**config.mk**
```make
export PLATFORM = sky130hd
export DESIGN_NAME = sha3_miner_csr_flat
export DESIGN_NICKNAME = d
export VERILOG_FILES = /design/src/rtl/sha3_miner_pkg.sv /design/src/rtl/sha3_miner_csr_if.sv /design/src/rtl/csr_byte_reg32.sv /design/src/rtl/sha3_miner_csr.sv /design/src/flat_wrapper.sv
export SDC_FILE = /design/constraint.sdc
export NUM_CORES = 1
export LEC_CHECK = 0
export ABC_AREA = 1
export CORE_ASPECT_RATIO = 0.9
export CORE_MARGIN = 8
export CORE_UTILIZATION = 41
export CTS_CLUSTER_DIAMETER = 50
export CTS_CLUSTER_SIZE = 24
export DETAILED_ROUTE_END_ITERATION = 7
export PLACE_DENSITY = 0.68
export SLEW_MARGIN = 40
export SYNTH_ARGS = -nofsm -noshare
export SYNTH_HDL_FRONTEND = slang
export SYNTH_SLANG_ARGS = --single-unit
export TNS_END_PERCENT = 5
```
**constraint.sdc**
```tcl
create_clock -name clk -period 5.2 [get_ports clk]
set_input_delay 1.04 -clock clk [delete_from_list [all_inputs] [get_ports clk]]
set_output_delay 1.04 -clock clk [all_outputs]
set_load 0.02 [all_outputs]
```
**src/rtl/sha3_miner_pkg.sv**
```systemverilog
// Shared constants and helpers for the SHA3 miner CSR block.
// Address map, control layout and byte-merge helper.
package sha3_miner_pkg;

  localparam logic [31:0] VERSION_DEF = 32'h5348_3301;

  localparam logic [4:0] ADDR_HEADER0  = 5'h00;
  localparam logic [4:0] ADDR_DIFF0    = 5'h08;
  localparam logic [4:0] ADDR_NONCE_LO = 5'h10;
  localparam logic [4:0] ADDR_NONCE_HI = 5'h11;
  localparam logic [4:0] ADDR_CONTROL  = 5'h12;
  localparam logic [4:0] ADDR_STATUS   = 5'h13;
  localparam logic [4:0] ADDR_SOL_LO   = 5'h14;
  localparam logic [4:0] ADDR_SOL_HI   = 5'h15;
  localparam logic [4:0] ADDR_IRQ_PEND = 5'h16;
  localparam logic [4:0] ADDR_IRQ_EN   = 5'h17;
  localparam logic [4:0] ADDR_VERSION  = 5'h18;

  localparam int JOB_WORDS = 18;
  localparam int JOB_W     = 32 * JOB_WORDS;

  // control[18:0] = {padf[18:11], padl[10:3], halt, test, run}
  typedef struct packed {
    logic [7:0] padf;
    logic [7:0] padl;
    logic       halt;
    logic       test;
    logic       run;
  } ctrl_t;

  function automatic logic [31:0] be_merge(
    input logic [31:0] old,
    input logic [31:0] wdata,
    input logic [3:0]  be
  );
    logic [31:0] r;
    r = old;
    for (int b = 0; b < 4; b++)
      if (be[b]) r[8*b +: 8] = wdata[8*b +: 8];
    return r;
  endfunction

endpackage

```
**src/rtl/sha3_miner_csr_if.sv**
```systemverilog
// Avalon-MM slave bus bundle for the miner CSR block.
// Host drives the request, CSR returns read data.
interface sha3_miner_csr_if #(
  parameter int ADDR_W = 5
) ();
  logic [ADDR_W-1:0] address;
  logic              read;
  logic              write;
  logic [31:0]       writedata;
  logic [3:0]        byteenable;
  logic [31:0]       readdata;
  logic              readdatavalid;

  modport master (
    output address, read, write,
    output writedata, byteenable,
    input  readdata, readdatavalid
  );

  modport slave (
    input  address, read, write,
    input  writedata, byteenable,
    output readdata, readdatavalid
  );
endinterface

```
**src/rtl/csr_byte_reg32.sv**
```systemverilog
// 32-bit register with per-byte write enables.
// A high lock input drops the write entirely.
module csr_byte_reg32
  import sha3_miner_pkg::*;
(
  input  logic        clk,
  input  logic        rst_n,
  input  logic        we,
  input  logic        lock,
  input  logic [3:0]  be,
  input  logic [31:0] wdata,
  output logic [31:0] q
);

  // byte-merged write unless locked
  always_ff @(posedge clk or negedge rst_n) begin
    if (!rst_n)
      q <= '0;
    else if (we && !lock)
      q <= be_merge(q, wdata, be);
  end

endmodule

```
**src/rtl/sha3_miner_csr.sv**
```systemverilog
// Avalon-MM register file in front of sha3_256_miner.
// Job regs lock while running; irq is pending & enable.
module sha3_miner_csr
  import sha3_miner_pkg::*;
#(
  parameter logic [31:0] VERSION = VERSION_DEF,
  parameter int          ADDR_W  = 5
) (
  input  logic           clk,
  input  logic           rst_n,
  sha3_miner_csr_if.slave avs,
  output logic [255:0]   header,
  output logic [255:0]   difficulty,
  output logic [63:0]    start_nonce,
  output logic [18:0]    control,
  input  logic [63:0]    solution,
  input  logic [2:0]     status,
  input  logic           miner_irq,
  output logic           irq
);

  localparam int HDR_BASE   = 32 * int'(ADDR_HEADER0);
  localparam int DIFF_BASE  = 32 * int'(ADDR_DIFF0);
  localparam int NONCE_BASE = 32 * int'(ADDR_NONCE_LO);

  logic [ADDR_W-1:0] addr;
  logic [3:0]        be;
  logic [31:0]       wdata;
  logic              wr;
  logic              rd;
  logic              job_hit;
  logic [JOB_W-1:0]  job;
  ctrl_t             ctrl;
  logic              lock_err;
  logic              pending;
  logic              enable;
  logic              miner_irq_d;
  logic [31:0]       snapshot;
  logic [31:0]       rdata;

  assign addr    = avs.address;
  assign be      = avs.byteenable;
  assign wdata   = avs.writedata;
  assign wr      = avs.write;
  assign rd      = avs.read & ~avs.write;
  assign job_hit = addr <= ADDR_W'(ADDR_NONCE_HI);

  for (genvar i = 0; i < JOB_WORDS; i++) begin : g_job
    csr_byte_reg32 u_word (
      .clk   (clk),
      .rst_n (rst_n),
      .we    (wr && (addr == ADDR_W'(i))),
      .lock  (ctrl.run),
      .be    (be),
      .wdata (wdata),
      .q     (job[32*i +: 32])
    );
  end

  assign header      = job[DIFF_BASE-1:HDR_BASE];
  assign difficulty  = job[NONCE_BASE-1:DIFF_BASE];
  assign start_nonce = job[NONCE_BASE +: 64];
  assign control     = ctrl;

  // control register, byte-enabled, never locked
  always_ff @(posedge clk or negedge rst_n) begin
    if (!rst_n) begin
      ctrl <= '0;
    end else if (wr && addr == ADDR_W'(ADDR_CONTROL)) begin
      if (be[0]) ctrl[7:0]   <= wdata[7:0];
      if (be[1]) ctrl[15:8]  <= wdata[15:8];
      if (be[2]) ctrl[18:16] <= wdata[18:16];
    end
  end

  // sticky lock error, cleared by W1C on status bit3
  always_ff @(posedge clk or negedge rst_n) begin
    if (!rst_n)
      lock_err <= 1'b0;
    else if (wr && job_hit && ctrl.run)
      lock_err <= 1'b1;
    else if (wr && addr == ADDR_W'(ADDR_STATUS)
             && be[0] && wdata[3])
      lock_err <= 1'b0;
  end

  // irq edge capture; a new edge beats a same-cycle W1C
  always_ff @(posedge clk or negedge rst_n) begin
    if (!rst_n) begin
      miner_irq_d <= 1'b0;
      pending     <= 1'b0;
      enable      <= 1'b0;
      irq         <= 1'b0;
    end else begin
      miner_irq_d <= miner_irq;
      if (miner_irq && !miner_irq_d)
        pending <= 1'b1;
      else if (wr && addr == ADDR_W'(ADDR_IRQ_PEND)
               && be[0] && wdata[0])
        pending <= 1'b0;
      if (wr && addr == ADDR_W'(ADDR_IRQ_EN) && be[0])
        enable <= wdata[0];
      irq <= pending & enable;
    end
  end

  // read data select
  always_comb begin
    rdata = '0;
    unique case (1'b1)
      job_hit:
        rdata = job[{addr, 5'b0} +: 32];
      addr == ADDR_W'(ADDR_CONTROL):
        rdata = {13'b0, ctrl};
      addr == ADDR_W'(ADDR_STATUS):
        rdata = {28'b0, lock_err, status};
      addr == ADDR_W'(ADDR_SOL_LO):
        rdata = solution[31:0];
      addr == ADDR_W'(ADDR_SOL_HI):
        rdata = snapshot;
      addr == ADDR_W'(ADDR_IRQ_PEND):
        rdata = {31'b0, pending};
      addr == ADDR_W'(ADDR_IRQ_EN):
        rdata = {31'b0, enable};
      addr == ADDR_W'(ADDR_VERSION):
        rdata = VERSION;
      default:
        rdata = '0;
    endcase
  end

  // 1-cycle read pipe; lo-word read freezes the hi word
  always_ff @(posedge clk or negedge rst_n) begin
    if (!rst_n) begin
      avs.readdata      <= '0;
      avs.readdatavalid <= 1'b0;
      snapshot          <= '0;
    end else begin
      avs.readdatavalid <= rd;
      if (rd)
        avs.readdata <= rdata;
      if (rd && addr == ADDR_W'(ADDR_SOL_LO))
        snapshot <= solution[63:32];
    end
  end

endmodule

```
**src/flat_wrapper.sv**
```systemverilog
// flat-port wrapper written by rule: the top's interface ports become plain ports
module sha3_miner_csr_flat import sha3_miner_pkg::*;
#(
  parameter logic [31:0] VERSION = VERSION_DEF,
  parameter int          ADDR_W  = 5
)
  (clk, rst_n, header, difficulty, start_nonce, control, solution, status, miner_irq, irq, avs_address, avs_read, avs_write, avs_writedata, avs_byteenable, avs_readdata, avs_readdatavalid);
  sha3_miner_csr_if #(.ADDR_W(ADDR_W)) avs_i ();
  input  logic clk;
  input  logic rst_n;
  output logic [255:0] header;
  output logic [255:0] difficulty;
  output logic [63:0] start_nonce;
  output logic [18:0] control;
  input  logic [63:0] solution;
  input  logic [2:0] status;
  input  logic miner_irq;
  output logic irq;
  input wire logic [$bits(avs_i.address)-1:0] avs_address;
  input wire logic [$bits(avs_i.read)-1:0] avs_read;
  input wire logic [$bits(avs_i.write)-1:0] avs_write;
  input wire logic [$bits(avs_i.writedata)-1:0] avs_writedata;
  input wire logic [$bits(avs_i.byteenable)-1:0] avs_byteenable;
  output wire logic [$bits(avs_i.readdata)-1:0] avs_readdata;
  output wire logic [$bits(avs_i.readdatavalid)-1:0] avs_readdatavalid;
  assign avs_i.address = avs_address;
  assign avs_i.read = avs_read;
  assign avs_i.write = avs_write;
  assign avs_i.writedata = avs_writedata;
  assign avs_i.byteenable = avs_byteenable;
  assign avs_readdata = avs_i.readdata;
  assign avs_readdatavalid = avs_i.readdatavalid;
  sha3_miner_csr #(.VERSION(VERSION), .ADDR_W(ADDR_W)) u_core (.clk(clk), .rst_n(rst_n), .avs(avs_i), .header(header), .difficulty(difficulty), .start_nonce(start_nonce), .control(control), .solution(solution), .status(status), .miner_irq(miner_irq), .irq(irq));
endmodule
```
# Word level (Yosys, flattened, before mapping)
# Index checks and enable logic that the tools add are counted.
# totals
output_inout_bits	629
romBits	0
memories	0
latchBits	0
ram_bits	0
ff_bits	665
# classes
n_bitwise	3
mul	0
n_reduce_logical	129
order_cmp	1
div	0
addsub	0
n_eq_ne	24
shift	1
mux	5
# ops
operator	count
576-bit by 11-bit variable part select with 32-bit output	1
32-bit one-hot mux with 8 select lines	1
2-bit AND reduction	75
1-bit logical AND	49
5-bit == test, second input constant	9
5-bit by 4-bit == test with 1-bit output, second input constant	8
5-bit by 3-bit == test with 1-bit output, second input constant	4
5-bit by 2-bit == test with 1-bit output, second input constant	2
5-bit by 1-bit == test with 1-bit output, second input constant	1
5-bit less-or-equal comparator, second input constant	1
5-bit zero test	1
1-bit 2-to-1 mux	4
2-bit nonzero test	2
1-bit AND	2
1-bit zero test	2
1-bit inverter	1

# Depth between registers and ports, before layout
# Gate-level depths: netlist of run 1.
# logic_depth
word_depth	6
mapped_depth	14

# Hierarchy
# From an unflattened synthesis of run 1, not the netlist that was laid out.
# unflattened
cells_unflattened	4695
hier_area_um2	37802.5
# modules_own_cells
mod	n_inst	area_each_um2	seq_area_each_um2	cells_each
csr_byte_reg32	18	1505.2	800.8	144
sha3_miner_csr	1	10709.0	2227.1	2103

# Worst setup path before layout of run 1
# Ideal clock, no wire load.
# synth_timing
path_kind	input-to-reg
start	input avs_address[2]
end	register u_core.ctrl, in the netlist u_core.control[16]
arrival_ns	2.354
path_buffers	3
stages	9
setup_slack_ns	2.713
required_time_ns	5.067
path_cell_list	clkbuf_1 nor2_2 nand2_1 nor2_1 buf_4 buf_4 nand3_1 nand2_1 o21ai_0
# synth_between
elab_chain_cells	3
# synth_lines
item	line	rtl
from (decl)	flat_wrapper.sv:19	input wire logic [$bits(avs_i.address)-1:0] avs_address;
5-bit == test	sha3_miner_csr.sv:69	end else if (wr && addr == ADDR_W'(ADDR_CONTROL)) begin
1-bit logical AND	sha3_miner_csr.sv:69	
2-bit AND reduction (no line)	n/a	
to (decl)	sha3_miner_csr.sv:33	ctrl_t ctrl;
# No other way between the ends.
# A chain may end at the register's enable or synchronous reset.

# Worst setup path after layout of run 1
# layout_timing
start	input avs_write
end	register u_core.g_job[10].u_word.q[15]
# layout_between
elab_chain_cells	3
# layout_lines
item	line	rtl
from (decl)	flat_wrapper.sv:21	input wire logic [$bits(avs_i.write)-1:0] avs_write;
1-bit logical AND	sha3_miner_csr.sv:52	.we (wr && (addr == ADDR_W'(i))),
1-bit logical AND	csr_byte_reg32.sv:19	else if (we && !lock)
2-bit AND reduction (no line)	n/a	
to (signal assigned)	csr_byte_reg32.sv:20	q <= be_merge(q, wdata, be);
to (decl)	csr_byte_reg32.sv:12	output logic [31:0] q
# No other way between the ends.

==> summary.txt, run 1 <==
Timing
  • Setup violators final: 0
  • Final Hold Vio Count: 0
  • Unrepaired setup endpoints after global routing: false
  • Skew final: 0.03675 ns
  • Worst Tran Pin Value: between 0.9 and 1 ns
  • Tcrit/Tclk final: 69.32%
  • Slew margin rel.: approximately two fifths
  • Max Transition Viols Final: 0
  • F_max: 277.4 MHz
  • Setup_tns: 0 ns
  • Shortest period the worst path allows: between 3 and 4 ns

Placement
  • Placer Congestion: around 0.95
  • Area post-placement: slightly below 40,000 sq um
  • I/O Buffers: 741
  • Final HPWL DP: roughly 100 mm

Route
  • DR iter-0 viols: roughly 3.3k
  • DR vias: 31.21k
  • Post-route ant nets: 0
  • DRT Pass-1 Iters: 6
  • DRC viols: 0
  • Vias/cell: between 5 and 6
  • WL final: about 140 mm
  • Avg WL per Cell: 24.64 um

Clocking
  • Clk sink count: roughly 670
  • Post-cts repair resize count: 0
  • CTS tree: built
  • Reg clk slew, reported paths: around 0.070 ns
  • Clk Latency, worst-skew pair: roughly 0.64 ns
  • CTS Buffer Depth: 3
  • CTS Root Cell: clkbuf_16
  • Num CTS Buffers: 77
  • Hold_buf cts: 0
  • H-tree levels: 3
  • Post-CTS Repair Setup Buffers: 0

Finish
  • Most common cell after layout, fill and taps aside: nand2_1
  • # nets final: roughly 4.8k
  • FILL cells: 7,012
  • Synthesis-to-layout area growth: 35.68%
  • Post-route cell area: roughly 42,000 sq um
  • Commonest cells after routing, fill and taps aside: nand2_1, clkdlybuf4s50_1, dfrtp_1
  • Reg area: between 15,000 and 20,000 sq um
  • Multi-input gate area in the final layout: approximately 13,000 sq um
  • Layout cell share with drive strength beyond 1: about 5%

Critical path
  • Crit. End Element: register
  • Reg2reg start: u_core.control[0]$_DFFE_PN0P_
  • CP Capture Point: u_core.g_job[10].u_word.q[15]$_DFFE_PN0P_
  • Class of the most critical setup path: in -> reg
  • Crit Path Max Fanout: 16
  • Req. time, crit path: 5.74 ns
  • Startpoint Class: primary input
  • Worst R2R Path Depth: 6
  • Worst R2R End: u_core.g_job[10].u_word.q[15]$_DFFE_PN0P_
  • Critical Path Source: avs_write
  • Arrival time worst endpoint: slightly above 4 ns
  • Reg2reg setup slack: roughly 2.2 ns

Logic synthesis
  • Syn Area/Cell: 7.534 sq um
  • Cell count after synthesis: 4,072
  • Syn nets: 4,185
  • Post-synth cell types: 22
  • FF+latch count, synth: about 670
  • Seq/Total Area, Yosys: approximately 54%
  • Yosys warns: 0
  • Mapped Area: approximately 30,000 sq um

Die
  • Die ar.: between 80,000 and 90,000 sq um
  • Die Width: between 300 and 400 um
  • Initial Util: approximately 41%
  • Core Area: between 70,000 and 80,000 sq um
  • Chip height: about 280 um
  • Cell row count: 95
  • I/O Pins: about 740

Global routing
  • Overflow after GRT: 0
  • Global-route wire length before repair: 205.5 mm
  • Initial antenna violation count: 5
  • Vias in the first global route: between 20k and 30k
  • Total track usage: 32.44%
  • Pin count of the biggest net entering global routing: 120

Power
  • P_leak: between 20 and 25 nW
  • Worst vdd ir: about 0.32 mV
  • PD cells: about 400 nW/um^2

Outcome
  • Status: complete, no violations

Hold path
  • Worst min-delay path class: in -> async

Run
  • Max cap viols: 0
[flip-flops by register name (all words and copies together), names as in the netlist, 19 cells and up]
signal / cells
u_core.snapshot: 32
u_core.g_job.u_word.q: 576
u_core.avs.readdata: 32
u_core.control: 19
[cells by family (layout without fill, tap and decap cells)]
group                  after synthesis  in the layout  share of synthesized area [%]
AO/OA/AOI/OAI                      648            648                          10.59
buffers and inverters              309            987                          4.013
flip-flops                         665            665                          54.25
multiplexers                        25             25                         0.9177
other                                0              4                              0
AND/OR/NAND/NOR                   2425           2425                          30.23
[worst min-delay path by stage]
| stage | start | to | slack, ns | cells after the start |
|---|---|---|---|---|
| after global placement | u_core.miner_irq_d$_DFF_PN0_ | u_core.pending$_DFFE_PN0P_ | 0.40 | 1 |
| after CTS | rst_n | u_core.g_job[10].u_word.q[7]$_DFFE_PN0P_ | 0.35 | 1 |
| after global routing | rst_n | u_core.g_job[10].u_word.q[7]$_DFFE_PN0P_ | 0.38 | 1 |
| after floorplan | u_core.miner_irq_d$_DFF_PN0_ | u_core.pending$_DFFE_PN0P_ | 0.40 | 1 |
| final | rst_n | u_core.g_job[9].u_word.q[4]$_DFFE_PN0P_ | 0.35 | 1 |
| after detailed placement | u_core.miner_irq_d$_DFF_PN0_ | u_core.pending$_DFFE_PN0P_ | 0.43 | 1 |
[through the flow]
stage | std cells | hold WS, ns | setup WS (ns) | power, mW | utilization (%)
after CTS | 5720 | 0.3524 | 1.735 | 16.51 | 55.93
final | 5724 | 0.3480 | 1.595 | 16.48 | 55.94
after global placement | 5577 | 0.4049 | 1.216 | 10.50 | 52.15
after detailed placement | 5578 | 0.4298 | 1.056 | 10.56 | 52.18
after floorplan | 4072 | 0.3996 | 2.713 | 8.207 | -
after global routing | 5721 | 0.3790 | 1.414 | 17.05 | 55.93
[metal layers]
layer	vias to the layer above	routed length, um	GRT usage, %
met5	-	11	0
met4	2	6538	13.58
met3	301	14590	9.483
met2	1698	66030	53.45
met1	15080	53880	39.96
li1	14130	-	-
[synthesized netlist by cell type]
cell | n | area share, %
inv_2 | 3 | 0.037
nand4_1 | 6 | 0.12
a32o_1 | 1 | 0.033
buf_4 | 4 | 0.098
clkinv_1 | 2 | 0.024
clkbuf_1 | 199 | 2.4
nor2_2 | 3 | 0.061
nor2_1 | 54 | 0.66
buf_2 | 33 | 0.54
mux2_2 | 25 | 0.92
nand2_2 | 1 | 0.020
a21oi_1 | 10 | 0.16
nand2_1 | 2259 | 28
o21ai_0 | 637 | 10
nand3_1 | 99 | 1.6
inv_1 | 53 | 0.65
nor3b_1 | 1 | 0.024
buf_1 | 13 | 0.16
nor2_4 | 1 | 0.037
dfrtp_1 | 665 | 54
buf_6 | 2 | 0.073
nor3_4 | 1 | 0.053
[power breakdown]
part | internal, mW | switching (mW) | leakage, nW
registers | 5.84 | 0.645 | 8.85
clock network | 3.40 | 2.58 | 1.34
logic | 1.61 | 2.40 | 10.1
total | 10.9 | 5.63 | 20.3
[layout make-up]
cell class	instances	share of cell area (%)
sequential	665	39.98
multi-input combinational	3098	30.87
timing repair buffer	787	18.96
clock buffer	88	4.801
tap	970	2.916
clock inverter	54	1.897
inverter	58	0.5561
antenna	4	0.02405
[critical path, cell delays in order]
cell	delay (ns)
clkdlybuf4s50_1	0.65
inv_1	0.14
nor2_4	0.26
nand2_2	0.18
inv_1	0.65
buf_4	0.32
nand3_1	0.50
o21ai_0	0.37
Note: power is estimated with default switching activity, not from simulation.
==> inputs of run 2 (changes only) <==
Clock period 5.2 ns to 3.45 ns, I/O delays scaled along.
==> run 2 against run 1 <==
  * Design area grew 0.44%
  * Wire length fell by 1.3%
  * Clock skew is 0.0062 ns lower
  * Non-clock buffer count up 45
  * Register-to-register slack worse by 1.1 ns
  * Largest cell class unchanged
  * Combinational power increased by 50%
  * Global-route usage down 0.40 points
  * Clock power grew 38%
  * Via count rose by 0.18%
  * Utilization grew 0.25 points
  * Hold slack got worse by 0.29 ns
  * Highest routed layer unchanged
  * Die area unchanged
==> summary.txt, run 2 (synthesis gave the netlist of run 1 again) <==
Clocking
  • Post-CTS Repair Setup Buffers: 0 (unchanged)
  • Post-cts repair resize count: 0 (unchanged)
  • Num CTS Buffers: 74 (-3.9%)
  • Clk sink count: 665 (unchanged)
  • Hold_buf cts: 0 (unchanged)
  • CTS Root Cell: clkbuf_16
  • CTS tree: built
  • Reg clk slew, reported paths: 0.07 ns (about the same)
  • CTS Buffer Depth: 3 (unchanged)
  • Clk Latency, worst-skew pair: 0.63 ns (about the same)
  • H-tree levels: 3 (unchanged)

Placement
  • DP Cell Count: 5,623 (+0.81%)
  • Final HPWL DP: 101.7 mm (+1.1%)
  • Area post-placement: 39,260 sq um (+1.1%)
  • Placer Congestion: 0.9503 (about the same)
  • Place WS: 0.3136 ns (-0.7422 ns)
  • I/O Buffers: 741 (unchanged)

Finish
  • # nets final: 4,842 (+0.88%)
  • Synthesis-to-layout area growth: 36.28%
  • Biggest register: u_core.g_job.u_word.q
  • Commonest cells after routing, fill and taps aside: nand2_1, clkdlybuf4s50_1, dfrtp_1
  • Top flop regs: u_core.g_job.u_word.q (576), u_core.avs.readdata (32), u_core.snapshot (32)
  • FILL cells: 6,940 (-1.0%)
  • Post-route cell area: 41,810 sq um (+0.44%)
  • Largest register FFs: 576 (unchanged)
  • Non-Filler Instances: 5,760 (+0.63%)
  • Most common cell after layout, fill and taps aside: nand2_1
  • Final core occ: 56.18% (+0.25 points)
  • Layout cell share with drive strength beyond 1: 5.619% (+0.52 points)

Route
  • DRT Pass-1 Iters: 7 (+1)
  • DR iter-0 viols: 3,501 (+6.7%)
  • Vias/cell: 5.427 (-0.45%)
  • DR vias: 31.26k (+0.18%)
  • Avg WL per Cell: 24.17 um (-1.9%)
  • DRC viols: 0 (unchanged)
  • WL final: 139.2 mm (-1.3%)
  • Post-route ant nets: 0 (unchanged)

Timing
  • Tcrit/Tclk final: ~74%
  • Hold slack: 0.06200 ns (-0.2860 ns)
  • Setup violators final: 0 (unchanged)
  • Unrepaired setup endpoints after global routing: false
  • Worst Tran Pin Value: 0.9079 ns (-0.01533 ns)
  • Setup_tns: 0 ns (unchanged)
  • Skew final: 0.03054 ns (-0.006206 ns)
  • Max Transition Viols Final: 0 (unchanged)
  • Final worst slack: 0.8886 ns (-0.7066 ns)
  • Shortest period the worst path allows: between 2 and 3 ns
  • Final Hold Vio Count: 0 (unchanged)
  • F_max: between 300 and 400 MHz
  • Slew margin rel.: 39.41% (+0.96 points)

Critical path
  • Arrival time worst endpoint: 1.87 ns (-2.27 ns)
  • Startpoint Class: register
  • Max stage delay on crit path: 0.76 ns (+0.11 ns)
  • Crit. End Element: primary output
  • Worst path bufs/invs: 1 (-3)
  • CP delay by family, top: buffers and inverters
  • Class of the most critical setup path: reg -> out
  • Crit-path cells: clkdlybuf4s50_1
  • Slowest cell on crit path: clkdlybuf4s50_1
  • Crit Path Max Fanout: 5 (-11)
  • Req. time, crit path: 2.76 ns (-2.98 ns)

Power
  • Overall power: 24.15 mW (+47%)
  • Worst vdd ir: 0.3808 mV (+20%)
  • P_leak: 20.42 nW (+0.67%)
  • PD cells: 577.6 nW/um^2 (+46%)

Global routing
  • Global-route wire length before repair: 203.1 mm (-1.2%)
  • Overflow after GRT: 0 (unchanged)
  • Total track usage: 32.03% (-0.40 points)
  • Initial antenna violation count: 3 (-2)
  • Vias in the first global route: 29.60k (+0.23%)
  • Pin count of the biggest net entering global routing: 110 (-8.3%)

Die
  • Die Width: 304.3 um (unchanged)
  • Core Area: 74,410 sq um (unchanged)
  • I/O Pins: 742 (unchanged)
  • Initial Util: 41.23% (unchanged)
  • Chip height: 275.5 um (unchanged)
  • Cell row count: 95 (unchanged)
  • Die ar.: 83,840 sq um (unchanged)

Run
  • Max cap viols: 0 (unchanged)

Hold path
  • Worst min-delay path class: in -> async

Outcome
  • Status: complete, no violations
-- run 2: cell types whose count changed in the layout (fill, tap and decap cells not counted), moves of 3 or more --
cell             delta
clkdlybuf4s50_1     +3
buf_2               -3
inv_6              -10
inv_1               +6
inv_2               -6
clkbuf_8            +3
clkinv_2            +3
inv_8               +4
buf_12              +9
buf_4              +38
bufinv_16           -6
-- run 2: path summary, 6_finish.rpt --
path	depth (start not counted)	startpoint	to	slack [ns]
min in group clk	1	u_core.miner_irq_d$_DFF_PN0_	u_core.pending$_DFFE_PN0P_	0.43
max reg2reg	7	u_core.control[0]$_DFFE_PN0P_	u_core.g_job[14].u_word.q[16]$_DFFE_PN0P_	1.15
max	1	u_core.control[0]$_DFFE_PN0P_	control[0]	0.89
min reg2reg	1	u_core.miner_irq_d$_DFF_PN0_	u_core.pending$_DFFE_PN0P_	0.43
min	1	rst_n	u_core.g_job[13].u_word.q[7]$_DFFE_PN0P_	0.06
max in group asynchronous	2	rst_n	u_core.g_job[5].u_word.q[26]$_DFFE_PN0P_	2.40
-- run 2: report_power, final --
part           total (mW)  switching (mW)  internal (mW)
Sequential           9.84            1.03           8.81
Combinational        6.04            3.57           2.47
Clock                8.27            3.69           4.58
-- run 2: final cells by class --
type / instances / area (sq um) / area share (%)
antenna: 3 / 7.507 / 0.01796
clock buffer: 87 / 1982 / 4.741
clock inverter: 47 / 556.8 / 1.332
inverter: 58 / 227.7 / 0.5447
multi-input combinational: 3098 / 12840 / 30.73
sequential: 665 / 16640 / 39.81
tap: 970 / 1214 / 2.903
timing repair buffer: 832 / 8332 / 19.93
-- run 2: routing by layer --
metal  global-route usage, %  up-vias  part of all wire (%)
li1                        -    14220                     -
met1                   39.58    15070                    38
met2                   52.43     1692                    47
met3                   9.237      288                    10
met4                   14.06        2                   4.8
met5                       0        -                 0.015
